## src/rtl/dmem_arbiter_if.sv

```systemverilog
// Requester-side data memory port: req/gnt handshake plus read return path.
// The requester drives master; the arbiter consumes the slave view.
interface dmem_arbiter_if #(
    parameter int ADDR_W = 8,
    parameter int DATA_W = 16
);
    logic              req;
    logic              wr;
    logic [ADDR_W-1:0] addr;
    logic [DATA_W-1:0] wdata;
    logic              gnt;
    logic              rvalid;
    logic [DATA_W-1:0] rdata;

    modport master (
        output req, wr, addr, wdata,
        input  gnt, rvalid, rdata
    );

    modport slave (
        input  req, wr, addr, wdata,
        output gnt, rvalid, rdata
    );
endinterface

```

## src/rtl/dmem_arbiter.sv

```systemverilog
// Round-robin arbiter sharing a single-port sync-read data memory between CPU and HOST.
// Latency: gnt and memory bus one cycle after the sampled request, rvalid one cycle after gnt.
// Backpressure: the loser holds req and wins the next cycle; optional DMEM_ARBITER_HOST_LOCK_EN stalls the CPU.
module dmem_arbiter #(
    parameter int ADDR_W = 8,
    parameter int DATA_W = 16
) (
    input  logic              clock,
    input  logic              reset,
    dmem_arbiter_if.slave     cpu,
    dmem_arbiter_if.slave     host,
`ifdef DMEM_ARBITER_HOST_LOCK_EN
    input  logic              host_lock,
`endif
    output logic [ADDR_W-1:0] mem_addr,
    output logic              mem_wr,
    output logic [DATA_W-1:0] mem_wdata,
    input  logic [DATA_W-1:0] mem_rdata,
    output logic [1:0]        owner_o
);

    typedef enum logic [1:0] {
        IDLE = 2'd0,
        CPU  = 2'd1,
        HOST = 2'd2,
        LOCK = 2'd3
    } state_t;

    state_t state, state_nxt;
    logic   last_winner, last_winner_nxt;   // 1 = HOST won the last contended cycle
    logic   grant_cpu, grant_host;
    logic   cpu_gnt_q, host_gnt_q;
    logic   cpu_rvalid_q, host_rvalid_q;

    always_comb begin
        state_nxt       = IDLE;
        last_winner_nxt = last_winner;
        grant_cpu       = 1'b0;
        grant_host      = 1'b0;
`ifdef DMEM_ARBITER_HOST_LOCK_EN
        if (host_lock) begin
            state_nxt       = LOCK;
            grant_host      = host.req;
            last_winner_nxt = 1'b1;
        end else begin
`else
        begin
`endif
            if (cpu.req && host.req) begin
                grant_cpu       = last_winner;
                grant_host      = !last_winner;
                last_winner_nxt = !last_winner;
            end else begin
                grant_cpu  = cpu.req;
                grant_host = host.req;
            end
            if (grant_cpu)
                state_nxt = CPU;
            else if (grant_host)
                state_nxt = HOST;
            else
                state_nxt = IDLE;
        end
    end

    always_ff @(posedge clock) begin
        if (reset) begin
            state         <= IDLE;
            last_winner   <= 1'b1;
            cpu_gnt_q     <= 1'b0;
            host_gnt_q    <= 1'b0;
            cpu_rvalid_q  <= 1'b0;
            host_rvalid_q <= 1'b0;
            mem_wr        <= 1'b0;
            mem_addr      <= '0;
            mem_wdata     <= '0;
        end else begin
            state         <= state_nxt;
            last_winner   <= last_winner_nxt;
            cpu_gnt_q     <= grant_cpu;
            host_gnt_q    <= grant_host;
            // A read's gnt cycle ends here; the sync memory returns its data in the next cycle.
            cpu_rvalid_q  <= cpu_gnt_q && !mem_wr;
            host_rvalid_q <= host_gnt_q && !mem_wr;
            if (grant_cpu) begin
                mem_addr  <= cpu.addr;
                mem_wdata <= cpu.wdata;
                mem_wr    <= cpu.wr;
            end else if (grant_host) begin
                mem_addr  <= host.addr;
                mem_wdata <= host.wdata;
                mem_wr    <= host.wr;
            end else begin
                mem_wr    <= 1'b0;
            end
        end
    end

    assign cpu.gnt     = cpu_gnt_q;
    assign host.gnt    = host_gnt_q;
    assign cpu.rvalid  = cpu_rvalid_q;
    assign host.rvalid = host_rvalid_q;
    assign cpu.rdata   = mem_rdata;
    assign host.rdata  = mem_rdata;
    assign owner_o     = state;

endmodule

```

## src/flat_wrapper.sv

```systemverilog
// flat-port wrapper written by rule: the top's interface ports become plain ports
module dmem_arbiter_flat 
#(
    parameter int ADDR_W = 8,
    parameter int DATA_W = 16
)
  (clock, reset, mem_addr, mem_wr, mem_wdata, mem_rdata, owner_o, cpu_req, cpu_wr, cpu_addr, cpu_wdata, cpu_gnt, cpu_rvalid, cpu_rdata, host_req, host_wr, host_addr, host_wdata, host_gnt, host_rvalid, host_rdata);
  dmem_arbiter_if #(.ADDR_W(ADDR_W), .DATA_W(DATA_W)) cpu_i ();
  dmem_arbiter_if #(.ADDR_W(ADDR_W), .DATA_W(DATA_W)) host_i ();
  input  logic clock;
  input  logic reset;
  output logic [ADDR_W-1:0] mem_addr;
  output logic mem_wr;
  output logic [DATA_W-1:0] mem_wdata;
  input  logic [DATA_W-1:0] mem_rdata;
  output logic [1:0] owner_o;
  input wire logic [$bits(cpu_i.req)-1:0] cpu_req;
  input wire logic [$bits(cpu_i.wr)-1:0] cpu_wr;
  input wire logic [$bits(cpu_i.addr)-1:0] cpu_addr;
  input wire logic [$bits(cpu_i.wdata)-1:0] cpu_wdata;
  output wire logic [$bits(cpu_i.gnt)-1:0] cpu_gnt;
  output wire logic [$bits(cpu_i.rvalid)-1:0] cpu_rvalid;
  output wire logic [$bits(cpu_i.rdata)-1:0] cpu_rdata;
  input wire logic [$bits(host_i.req)-1:0] host_req;
  input wire logic [$bits(host_i.wr)-1:0] host_wr;
  input wire logic [$bits(host_i.addr)-1:0] host_addr;
  input wire logic [$bits(host_i.wdata)-1:0] host_wdata;
  output wire logic [$bits(host_i.gnt)-1:0] host_gnt;
  output wire logic [$bits(host_i.rvalid)-1:0] host_rvalid;
  output wire logic [$bits(host_i.rdata)-1:0] host_rdata;
  assign cpu_i.req = cpu_req;
  assign cpu_i.wr = cpu_wr;
  assign cpu_i.addr = cpu_addr;
  assign cpu_i.wdata = cpu_wdata;
  assign cpu_gnt = cpu_i.gnt;
  assign cpu_rvalid = cpu_i.rvalid;
  assign cpu_rdata = cpu_i.rdata;
  assign host_i.req = host_req;
  assign host_i.wr = host_wr;
  assign host_i.addr = host_addr;
  assign host_i.wdata = host_wdata;
  assign host_gnt = host_i.gnt;
  assign host_rvalid = host_i.rvalid;
  assign host_rdata = host_i.rdata;
  dmem_arbiter #(.ADDR_W(ADDR_W), .DATA_W(DATA_W)) u_core (.clock(clock), .reset(reset), .cpu(cpu_i), .host(host_i), .mem_addr(mem_addr), .mem_wr(mem_wr), .mem_wdata(mem_wdata), .mem_rdata(mem_rdata), .owner_o(owner_o));
endmodule
```

## config.mk

```make
export PLATFORM = sky130hd
export DESIGN_NAME = dmem_arbiter_flat
export DESIGN_NICKNAME = d
export VERILOG_FILES = /design/src/rtl/dmem_arbiter_if.sv /design/src/rtl/dmem_arbiter.sv /design/src/flat_wrapper.sv
export SDC_FILE = /design/constraint.sdc
export NUM_CORES = 1
export LEC_CHECK = 0
export BUFFER_PORTS_ARGS = -buffer_cell sky130_fd_sc_hd__clkbuf_2
export CORE_UTILIZATION = 37
export DETAILED_ROUTE_END_ITERATION = 8
export MAX_ROUTING_LAYER = met4
export PLACE_DENSITY = 0.76
export SYNTH_ARGS = -nofsm -noshare
export SYNTH_HDL_FRONTEND = slang
export SYNTH_SLANG_ARGS = --single-unit
```

## constraint.sdc

```tcl
create_clock -name clock -period 1.25 [get_ports clock]
set_clock_uncertainty 0.15 [all_clocks]
set_input_delay 0.25 -clock clock [delete_from_list [all_inputs] [get_ports clock]]
set_output_delay 0.25 -clock clock [all_outputs]
set_load 0.1 [all_outputs]
```

### Yosys cells after proc, flatten, opt, wreduce, memory -nomap -nowiden

Index checks and enable logic that the tools add are counted.

* reduce and logical (&&, ||, !) cells: 7
* muxes and demuxes: 10

Operator list (count)
* 16-bit 2-to-1 mux: 2
* 8-bit 2-to-1 mux: 2
* 1-bit 2-to-1 mux: 5
* 1-bit logical AND: 3
* 1-bit logical NOT: 2
* 2-bit 2-to-1 mux: 1
* 2-bit nonzero test: 1
* 2-bit OR reduction: 1

* output and inout bits: 63
* word-level logic and storage cells: 27
* flip-flop bits (word level): 32

### Longest topological paths before layout

Gate-level depths: netlist of run 1.

* depth after elaboration: 4
* mapped depth: 5

### Worst setup path before layout of run 1

No wires, ideal clock.

* kind: register to output
* start: register u_core.cpu.gnt (netlist name)
* end: output owner_o[0]
* stages on the path, launching flop included: 2
* path buffers: 1
* arrival time: 1.367 ns
* data required time: 0.850 ns
* slack: -0.517 ns
* cells stage by stage: dfxtp_1 buf_4

RTL lines
* end, declared: line flat_wrapper.sv:16 `output logic [1:0] owner_o;`

### Final worst setup path of run 1

* start: register u_core.last_winner
* end: register u_core.mem_wdata[6]

* cells in the longest elaborated chain, start to end: 3
* elaborated cells on any way between the ends: 5
* classes of those cells: mux (3); reduce/logical (2)

RTL lines
* start, declared: line dmem_arbiter.sv:30 `logic last_winner, last_winner_nxt;`
* start signal, assigned: line dmem_arbiter.sv:79 `last_winner <= last_winner_nxt;`
* 1-bit logical NOT: line dmem_arbiter.sv:51 `grant_host = !last_winner;`
* 1-bit 2-to-1 mux: line dmem_arbiter.sv:49 `if (cpu.req && host.req) begin`
* 2-bit nonzero test (no source line)
* end signal, assigned: line dmem_arbiter.sv:87 `mem_wdata <= cpu.wdata;`
* end signal, assigned: line dmem_arbiter.sv:91 `mem_wdata <= host.wdata;`
* end, declared: line dmem_arbiter.sv:17 `output logic [DATA_W-1:0] mem_wdata,`

Parallel ways exist; a longest one is shown, timed or not.
A chain may end at the register's enable or synchronous reset.

==> impl_results.md, run 1 <==
- Synthesized netlist cell count: between 150 and 200
- Crit path max-delay cell type: dfxtp_2
- TritonCTS clock tree: yes
- Reg2reg path depth: 4
- Worst path cell trace: nand2b_4, buf_8, a211oi_2, nor4_2
- GRT Residual Overflow: 0
- Cts bufs inserted: 5
- N_diodes: 0
- Die area: 5480 um^2
- Max_cap viols: 0
- Worst path bufs/invs: 1
- Crit path launch type: flop
- Post-DP HPWL: 3850 um
- I/O Buffers: 84
- Layout Nets: 326
- Slew @ Worst Pin: 236 ps
- Max-slew violation count: 0
- CP Capture Type: flop
- Gpl congestion: roughly 0.79
- CP Depth: 4
- Period utilisation layout: 1.03
- Setup Viol. Count Final: 9
- Minimum clock period: 1280 ps
- Max-slew headroom: 0.842
- Hold depth: 3
- VDD IR-drop max: roughly 0.78 mV
- Fraction of layout cells with a size suffix above 1: 0.856
- Num rows: 25
- Initial Util: 0.396
- Static Leak: approximately 1.2 nW
- CTS Sinks: 31
- HP Class: in -> reg
- Chip height: 74.0 um
- CP Data Arrival Time: 1300 ps
- Yosys Warn Count: 0
- Clock buffer depth: 2
- Avg Cell Area, Syn: 9.84 um^2
- Vias per cell: 5.19
- Routed wire length: 5440 um
- Clk Tree Root Cell: clkbuf_8
- Top cells by area, synth: dfxtp_1, buf_4, nor4_2
- Global-route wire length before repair: 8440 um
- Final Cell Area: around 3000 um^2
- Core footprint: between 4000 and 5000 um^2
- Vias in the first global route: 1,743
- Clock transition at path regs: about 70 ps
- Hold Vio Cnt, Final: 0
- Total GRT Usage: 0.214
- Avg WL per Cell: around 17 um
- CP top delay family: flip-flops
- I/O pin count: 133
- Final antenna-violating net count: 0
- Drt pass-1 iters: 4
- Synth-to-Final Area Change: 58.4%
- PwrDens: 1110 nW/um^2
- Synth Cell Area: about 1900 um^2
- Share of the synthesized area in the top cell type: 0.323
- DIE WIDTH: 74.0 um
- CP Class: reg -> reg
- Initial antenna violation count: 0
- Placed inst area: 2810 um^2
- #FFs+latches synth: 31
- Worst setup margin: -32.9 ps
- CP peak stage delay: 320 ps
- Fin cells: 324
- Fill count: about 370
- H-tree depth: 2
- Status: complete, but fails checks
- Via count: 1,681
- Crit Path Max Fanout: 7
- Netlist cell types: 25
- RSZ-0062 raised after global routing: true
- Synthesized Nets: around 270
- Largest net degree at the start of global routing: 21
- Max Fclk: 779 MHz
- Register area share after synthesis: 0.323
- Initial DRC count: 77
- Failing checks: setup timing
- Yosys top cell by area: dfxtp_1
- Worst skew pair latency: 280 ps
- # DRC: 0
- Critical Path RT: 1260 ps
- Dpl cells: 313
==> final cells by class <==
| type | instances | area, um^2 | share of cell area |
|---|---|---|---|
| Multi-Input combinational cell | 111 | 1040 | 0.344 |
| Clock inverter | 3 | 15.0 | 0.00494 |
| Timing Repair Buffer | 106 | 1160 | 0.381 |
| Inverter | 1 | 3.75 | 0.00123 |
| Sequential cell | 31 | 667 | 0.219 |
| Tap cell | 67 | 83.8 | 0.0276 |
| Clock buffer | 5 | 68.8 | 0.0226 |
==> Yosys cell counts <==
| library cell | number |
|---|---|
| o211ai_1 | 1 |
| nand2b_1 | 1 |
| buf_12 | 2 |
| nor3_2 | 2 |
| nor4_1 | 4 |
| a211oi_2 | 17 |
| dfxtp_1 | 31 |
| nor2_1 | 24 |
| a21oi_1 | 2 |
| buf_1 | 1 |
| clkbuf_4 | 1 |
| clkbuf_1 | 2 |
| o21bai_1 | 1 |
| inv_2 | 1 |
| buf_4 | 39 |
| nor4_2 | 20 |
| or2_1 | 1 |
| and2b_1 | 1 |
| nor3_1 | 23 |
| nor2_4 | 1 |
| a211oi_1 | 9 |
| and3_2 | 1 |
| nand3_1 | 1 |
| buf_6 | 7 |
| nor3b_1 | 2 |
==> placed cells by master (no fill, tap or decap) <==
cell,instances
or2_1,1
clkbuf_2,53
nand2b_4,1
dfxtp_2,28
a211oi_4,2
buf_8,2
nor3b_1,2
inv_2,1
buf_12,38
clkinv_2,3
nor2_4,1
o21bai_1,1
nor4_2,21
buf_4,12
dfxtp_4,3
nor3_2,23
and3_2,1
and2b_2,1
nor2_1,24
nor4_1,3
buf_6,1
a211oi_2,24
a21oi_1,2
nor3_1,2
nand3_1,1
clkbuf_8,5
o211ai_1,1
==> final timing paths <==
| path | startpoint | endpoint | slack (ps) |
|---|---|---|---|
| setup / recovery | u_core.last_winner$_SDFFE_PP1N_ | u_core.mem_wdata[6]$_SDFFE_PP0P_ | -30 |
| hold / removal | cpu_wr | u_core.mem_wr$_SDFF_PP0_ | 60 |
| setup reg to reg | u_core.last_winner$_SDFFE_PP1N_ | u_core.mem_wdata[6]$_SDFFE_PP0P_ | -30 |
| hold reg to reg | u_core.mem_wr$_SDFF_PP0_ | u_core.host.rvalid$_SDFF_PP0_ | 300 |
==> cell families (layout without fill, tap and decap cells) <==
group | Yosys count | in the layout | share of synthesized area
AO/OA/AOI/OAI | 30 | 30 | 0.159
buffers and inverters | 53 | 115 | 0.226
flip-flops | 31 | 31 | 0.323
AND/OR/NAND/NOR | 81 | 81 | 0.291
==> registers in the layout, summed over array words and instances, names as in the netlist <==
signal / cells
u_core.last_winner: 1
u_core.mem_addr: 8
u_core.host.gnt: 1
u_core.cpu.rvalid: 1
u_core.mem_wr: 1
u_core.cpu.gnt: 1
u_core.host.rvalid: 1
u_core.mem_wdata: 16
u_core.owner_o: 1
==> worst reg2reg max path: stages, from the launching register on <==
cell	delay (ps)
dfxtp_2	320
nand2b_4	170
buf_8	150
a211oi_2	280
nor4_2	90
==> metal layers <==
metal,wire (um),share of wire,global-route usage
met1,1980,0.36,0.223
met4,144,0.026,0.105
met5,0,0,-
met3,280,0.051,0.0339
met2,3030,0.56,0.389
==> stage by stage <==
step / setup TNS [ps] / setup WS [ps] / power (mW) / hold slack (ps) / utilization
finish: -142 / -32.9 / 3.39 / 56.2 / 0.627
global placement: -1410 / -78.1 / 2.56 / 294 / 0.579
global route: -1730 / -117 / 3.51 / 74.8 / 0.627
CTS: -258 / -33.6 / 3.39 / 53.9 / 0.614
floorplan: -180 / -178 / 2.52 / 171 / -
detailed placement: -2490 / -175 / 2.58 / 300 / 0.579
==> power breakdown <==
group / switching [mW] / total [mW] / internal (mW)
clock network: 0.395 / 0.776 / 0.381
logic: 0.880 / 1.44 / 0.564
registers: 0.0841 / 1.17 / 1.08
total: 1.36 / 3.39 / 2.03
==> timing repair <==
item | in CTS | in global routing
hold buffers | 0 | 0
resized for setup | 16 | 13
buffers inserted | 1 | 1
gates cloned | 1 | 0
pin swaps | 2 | 5
setup endpoints to repair | 27 | 33
endpoints found under the hold margin | 0 | 0
(Power assumes the default switching activity.)
==> run 2: changes to the inputs <==
TNS_END_PERCENT = 1   (was not set)
==> run 2 against run 1 <==
The flow still finishes with violations (setup timing); flip-flop and latch count did not move; cell area down 5.1%; combinational power down 4%; worst setup slack worse by 7.7 ps; wire length fell by 4.7%; largest cell class unchanged; count of clock-buffer cells in the layout increased by 1; critical endpoint is now u_core.mem_wdata[5]$_SDFFE_PP0P_.
==> impl_results.md, run 2 (synthesis gave the netlist of run 1 again) <==
- Worst skew pair latency: 280 ps (about the same)
- Vias per cell: 5.19 (about the same)
- Cts bufs inserted: 5 (unchanged)
- Crit Path Max Fanout: 6 (-1)
- Commonest non-fill, non-tap cell in the layout: clkbuf_2
- VDD IR-drop max: 0.743 mV (-4.2%)
- Crit path launch type: flop
- Final Cell Area: 2880 um^2 (-5.1%)
- Max-slew headroom: 0.822 (-0.0207)
- Final core utilization: 0.595 (-0.0323)
- Status: complete, but fails checks
- Drt pass-1 iters: 4 (unchanged)
- HP Class: in -> reg
- CTS Sinks: 31 (unchanged)
- Biggest regs: u_core.mem_wdata x16, u_core.mem_addr x8
- I/O pin count: 133 (unchanged)
- H-tree depth: 2 (unchanged)
- Clock transition at path regs: 70 ps (about the same)
- I/O Buffers: 84 (unchanged)
- PwrDens: 1240 nW/um^2 (+11%)
- DIE WIDTH: 74.0 um (unchanged)
- Initial antenna violation count: 0 (unchanged)
- CP Capture Type: flop
- Final antenna-violating net count: 0 (unchanged)
- Gpl congestion: 0.695 (-12%)
- # DRC: 0 (unchanged)
- CP Class: reg -> reg
- Layout Nets: 320 (-1.8%)
- N_diodes: 0 (unchanged)
- Hold Vio Cnt, Final: 0 (unchanged)
- Chip height: 74.0 um (unchanged)
- TritonCTS clock tree: yes
- Period utilisation layout: 1.03 (+0.00614)
- GRT Residual Overflow: 0 (unchanged)
- Global-route wire length before repair: 7910 um (-6.3%)
- Initial Util: 0.396 (unchanged)
- Worst setup margin: -40.6 ps (-7.67 ps)
- Clk Tree Root Cell: clkbuf_8
- Initial DRC count: 41 (-47%)
- Most frequent cells in the layout: clkbuf_2, buf_12, dfxtp_2
- Static Leak: 1.15 nW (-3.6%)
- Min Hold Slack: 67.9 ps (+11.7 ps)
- RSZ-0062 raised after global routing: true
- Core footprint: 4850 um^2 (unchanged)
- Die area: 5480 um^2 (unchanged)
- Routed wire length: 5190 um (-4.7%)
- Failing checks: setup timing
- Placed inst area: 2640 um^2 (-6.0%)
- Vias in the first global route: 1,661 (-4.7%)
- Largest net degree at the start of global routing: 32 (+52%)
- Fill count: 407 (+9.4%)
- Max_cap viols: 0 (unchanged)
- Setup Viol. Count Final: 9 (unchanged)
- # hold bufs at CTS: 0 (unchanged)
- Tot Pwr: 3.56 mW (+5.2%)
- Num rows: 25 (unchanged)
- Max-slew violation count: 0 (unchanged)
- Register area: 662 um^2 (-0.75%)
- Fraction of layout cells with a size suffix above 1: 0.773 (-0.0831)
- Total GRT Usage: 0.198 (-0.0161)
- Number of flip-flops in the largest register: 16 (unchanged)
- Register ranked first by flip-flop count: u_core.mem_wdata
- Slew @ Worst Pin: 267 ps (+31.5 ps)
- Post-DP HPWL: 3740 um (-2.7%)
- Avg WL per Cell: 16.3 um (-2.9%)
- Clock buffer depth: 2 (unchanged)
- Max Fclk: 775 MHz (-0.59%)
- Minimum clock period: 1290 ps (+7.67 ps)
- Synth-to-Final Area Change: 50.3%
- Critical Path RT: 1260 ps (about the same)
- CP Data Arrival Time: 1300 ps (about the same)
- Footprint of the multi-input gates: 946 um^2 (-9.5%)
- Via count: 1,650 (-1.8%)
- Total negative slack: -108 ps (+33.9 ps)
[run 2: area by class of cell]
class,instances,share of cell area
Multi-Input combinational cell,111,0.328
Inverter,1,0.00130
Clock buffer,6,0.0286
Sequential cell,31,0.230
Tap cell,67,0.0291
Clock inverter,2,0.0121
Timing Repair Buffer,100,0.371
[run 2: path summary, 6_finish.rpt]
kind | slack [ps] | end | from | cells past startpoint
hold / removal | 70 | u_core.mem_wr$_SDFF_PP0_ | cpu_wr | 3
setup / recovery | -40 | u_core.mem_wdata[5]$_SDFFE_PP0P_ | u_core.last_winner$_SDFFE_PP1N_ | 4
setup reg to reg | -40 | u_core.mem_wdata[5]$_SDFFE_PP0P_ | u_core.last_winner$_SDFFE_PP1N_ | 4
hold reg to reg | 330 | u_core.host.rvalid$_SDFF_PP0_ | u_core.mem_wr$_SDFF_PP0_ | 1
[run 2: layer usage]
metal  wire (um)  track usage  share of wire  vias up
li1            -            -              -      779
met1        2010        0.224           0.39      781
met2        2710        0.331           0.52       58
met3         288       0.0407          0.056       32
met4         179       0.0983          0.035        0
met5           0            -              0        -
[run 2: timing repair]
action	4_1_cts	5_1_grt
pin swaps	1	6
gates resized for setup	21	18
gates cloned	0	1
setup buffers	0	0
setup endpoints to repair	38	33
[run 2: per-stage QoR]
stage,instances,setup WS (ps)
after floorplan,195,-185
after global placement,309,-116
after detailed placement,309,-169
after CTS,317,-19.4
after global routing,318,-100
final,318,-40.6
[run 2: critical path: stages, from the launching register on]
cell,delay (ps)
dfxtp_2,330
and2b_2,250
buf_4,180
nor3_1,190
nor4_2,70
[run 2: power breakdown]
| group | internal, mW | switching, mW | leakage [nW] |
|---|---|---|---|
| Sequential | 1.08 | 0.0835 | 0.266 |
| Clock | 0.645 | 0.375 | 0.0612 |
| Combinational | 0.526 | 0.851 | 0.827 |
| Total | 2.25 | 1.31 | 1.15 |
==> run 3: changes to the inputs <==
CTS_BUF_LIST = sky130_fd_sc_hd__clkbuf_8 sky130_fd_sc_hd__clkbuf_16   (was not set)
SKIP_CTS_REPAIR_TIMING = 1   (was not set)
SLEW_MARGIN = 20   (was not set)
==> run 3 against run 2 <==
The flow still finishes with violations (setup timing); cell count down 0.31%; critical endpoint is now cpu_gnt; utilization down 0.85 points; largest power group unchanged; wire length down 2.8%; non-clock buffer count down 1; global-route usage down 0.35 points; first-iteration DRC count down 29%; clock power about the same; critical path depth down 3.
==> impl_results.md, run 3 (synthesis gave the netlist of run 1 again) <==
- I/O Buffers: 84 (unchanged)
- Biggest regs: u_core.mem_wdata x16, u_core.mem_addr x8
- N_diodes: 0 (unchanged)
- Clock transition at path regs: 70 ps (about the same)
- Die area: 5480 um^2 (unchanged)
- Avg WL per Cell: 15.9 um (-2.5%)
- Failing checks: setup timing
- Dpl cells: 309 (unchanged)
- Chip height: 74.0 um (unchanged)
- Clock power share: 0.287 (about the same)
- H-tree depth: 2 (unchanged)
- GRT Residual Overflow: 0 (unchanged)
- Vias in the first global route: 1,642 (-1.1%)
- Max-slew violation count: 0 (unchanged)
- Crit Path Max Fanout: 3 (-3)
- Comb pwr share: 0.384 (-0.002)
- Commonest non-fill, non-tap cell in the layout: clkbuf_2
- Sw power: 1.30 mW (-0.79%)
- PwrDens: 1250 nW/um^2 (+0.99%)
- Clk Tree Root Cell: clkbuf_8
- CP top delay family: flip-flops
- Reg2reg path depth: 4 (unchanged)
- Footprint of the multi-input gates: 912 um^2 (-3.6%)
- Slew @ Worst Pin: 262 ps (-5.71 ps)
- CP Data Arrival Time: 860 ps (-440 ps)
- Worst slack, placed: -169 ps (unchanged)
- Largest net degree at the start of global routing: 32 (unchanged)
- P_int: 2.25 mW (-0.26%)
- Number of flip-flops in the largest register: 16 (unchanged)
- Drt pass-1 iters: 4 (unchanged)
- Min Hold Slack: 81.1 ps (+13.2 ps)
- Total negative slack: -17.9 ps (+90.3 ps)
- Core footprint: 4850 um^2 (unchanged)
- RSZ-0062 raised after global routing: true
- Gpl congestion: 0.695 (unchanged)
- Flop pwr share: 0.329 (+0.002)
- Fill count: 414 (+1.7%)
- Initial DRC count: 29 (-29%)
- Static Leak: 1.15 nW (-0.65%)
- Cts bufs inserted: 5 (unchanged)
- RR Endpoint: u_core.mem_wdata[5]$_SDFFE_PP0P_
- HP Class: in -> reg
- Fraction of layout cells with a size suffix above 1: 0.748 (-0.0249)
- Hold depth: 3 (unchanged)
- CP peak stage delay: 390 ps (+60 ps)
- Via count: 1,654 (+0.24%)
- Post-DP HPWL: 3740 um (unchanged)
- Status: complete, but fails checks
- Vias per cell: 5.22 (+0.56%)
- R2R Setup Slk: 0 ps (+40 ps)
- Placed inst area: 2640 um^2 (unchanged)
- Initial antenna violation count: 0 (unchanged)
- Setup Viol. Count Final: 3 (-6)
- I/O pin count: 133 (unchanged)
- Fin cells: 317 (-0.31%)
- Worst path bufs/invs: 1 (unchanged)
- Worst Hold Path EP: u_core.mem_wr$_SDFF_PP0_
- Synth-to-Final Area Change: 48.1%
- Total GRT Usage: 0.195 (-0.00347)
- Worst skew pair latency: 270 ps (about the same)
- Initial Util: 0.396 (unchanged)
- Routed wire length: 5040 um (-2.8%)
- Crit path max-delay cell type: dfxtp_2
- Period utilisation layout: 1.01 (-0.0251)
- Crit path launch type: flop
- # DRC: 0 (unchanged)
- Num rows: 25 (unchanged)
- Register area: 662 um^2 (unchanged)
- TritonCTS clock tree: yes
- DIE WIDTH: 74.0 um (unchanged)
- Worst path cell trace: buf_12
- Layout Nets: 319 (-0.31%)
- CTS Sinks: 31 (unchanged)
- Worst setup margin: -9.26 ps (+31.3 ps)
- Register ranked first by flip-flop count: u_core.mem_wdata
- VDD IR-drop max: 0.657 mV (-12%)
- Clock buffer depth: 2 (unchanged)
- Minimum clock period: 1260 ps (-31.3 ps)
- Most frequent cells in the layout: clkbuf_2, buf_12, dfxtp_2
- Critical Path RT: 850 ps (-410 ps)
- Worst hold start: cpu_wr
- Final antenna-violating net count: 0 (unchanged)
- CP Capture Type: output port
- Max_cap viols: 0 (unchanged)
- Final Cell Area: 2840 um^2 (-1.4%)
- R2r startpoint: u_core.last_winner$_SDFFE_PP1N_
- Sw frac: 0.366 (-0.00125)
- Global-route wire length before repair: 7730 um (-2.3%)
- Max-slew headroom: 0.826 (+0.00381)
- CP Class: reg -> out
- Crit. Startpoint: u_core.cpu.gnt$_SDFF_PP0_
- Max Fclk: 794 MHz (+2.5%)
- Hold Vio Cnt, Final: 0 (unchanged)
-- run 3: worst max path at each step --
stage / end / slack [ps] / cells past startpoint
after CTS: u_core.mem_wdata[5]$_SDFFE_PP0P_ / -130 / 4
after floorplan: u_core.mem_wdata[6]$_SDFFE_PP0P_ / -180 / 2
after global placement: u_core.mem_wdata[2]$_SDFFE_PP0P_ / -120 / 5
after global routing: u_core.mem_wr$_SDFF_PP0_ / -110 / 4
after detailed placement: u_core.mem_wdata[5]$_SDFFE_PP0P_ / -170 / 5
final: cpu_gnt / -9 / 1
-- run 3: final cells by class --
class | instances | share of cell area
Inverter | 1 | 0.00132
Multi-Input combinational cell | 111 | 0.321
Sequential cell | 31 | 0.233
Timing Repair Buffer | 99 | 0.374
Clock inverter | 2 | 0.0123
Tap cell | 67 | 0.0295
Clock buffer | 6 | 0.0290
-- run 3: layer usage --
layer,routed length (um),global-route usage,vias up
li1,-,-,779
met1,1970,0.215,776
met2,2570,0.330,67
met3,305,0.0407,32
met4,186,0.0983,0
met5,0,-,-
-- run 3: power groups by stage --
stage                     registers, mW  logic, mW  clock network, mW
after floorplan                    1.69      0.803                  0
after global placement             1.18       1.33                  0
after detailed placement           1.18       1.35                  0
after CTS                          1.16       1.35               1.05
after global routing               1.17       1.42               1.08
final                              1.17       1.36               1.02
-- run 3: metrics by stage --
stage / power (mW) / utilization
after floorplan: 2.49 / -
after global placement: 2.50 / 0.544
after detailed placement: 2.53 / 0.544
after CTS: 3.55 / 0.569
after global routing: 3.67 / 0.586
final: 3.55 / 0.586
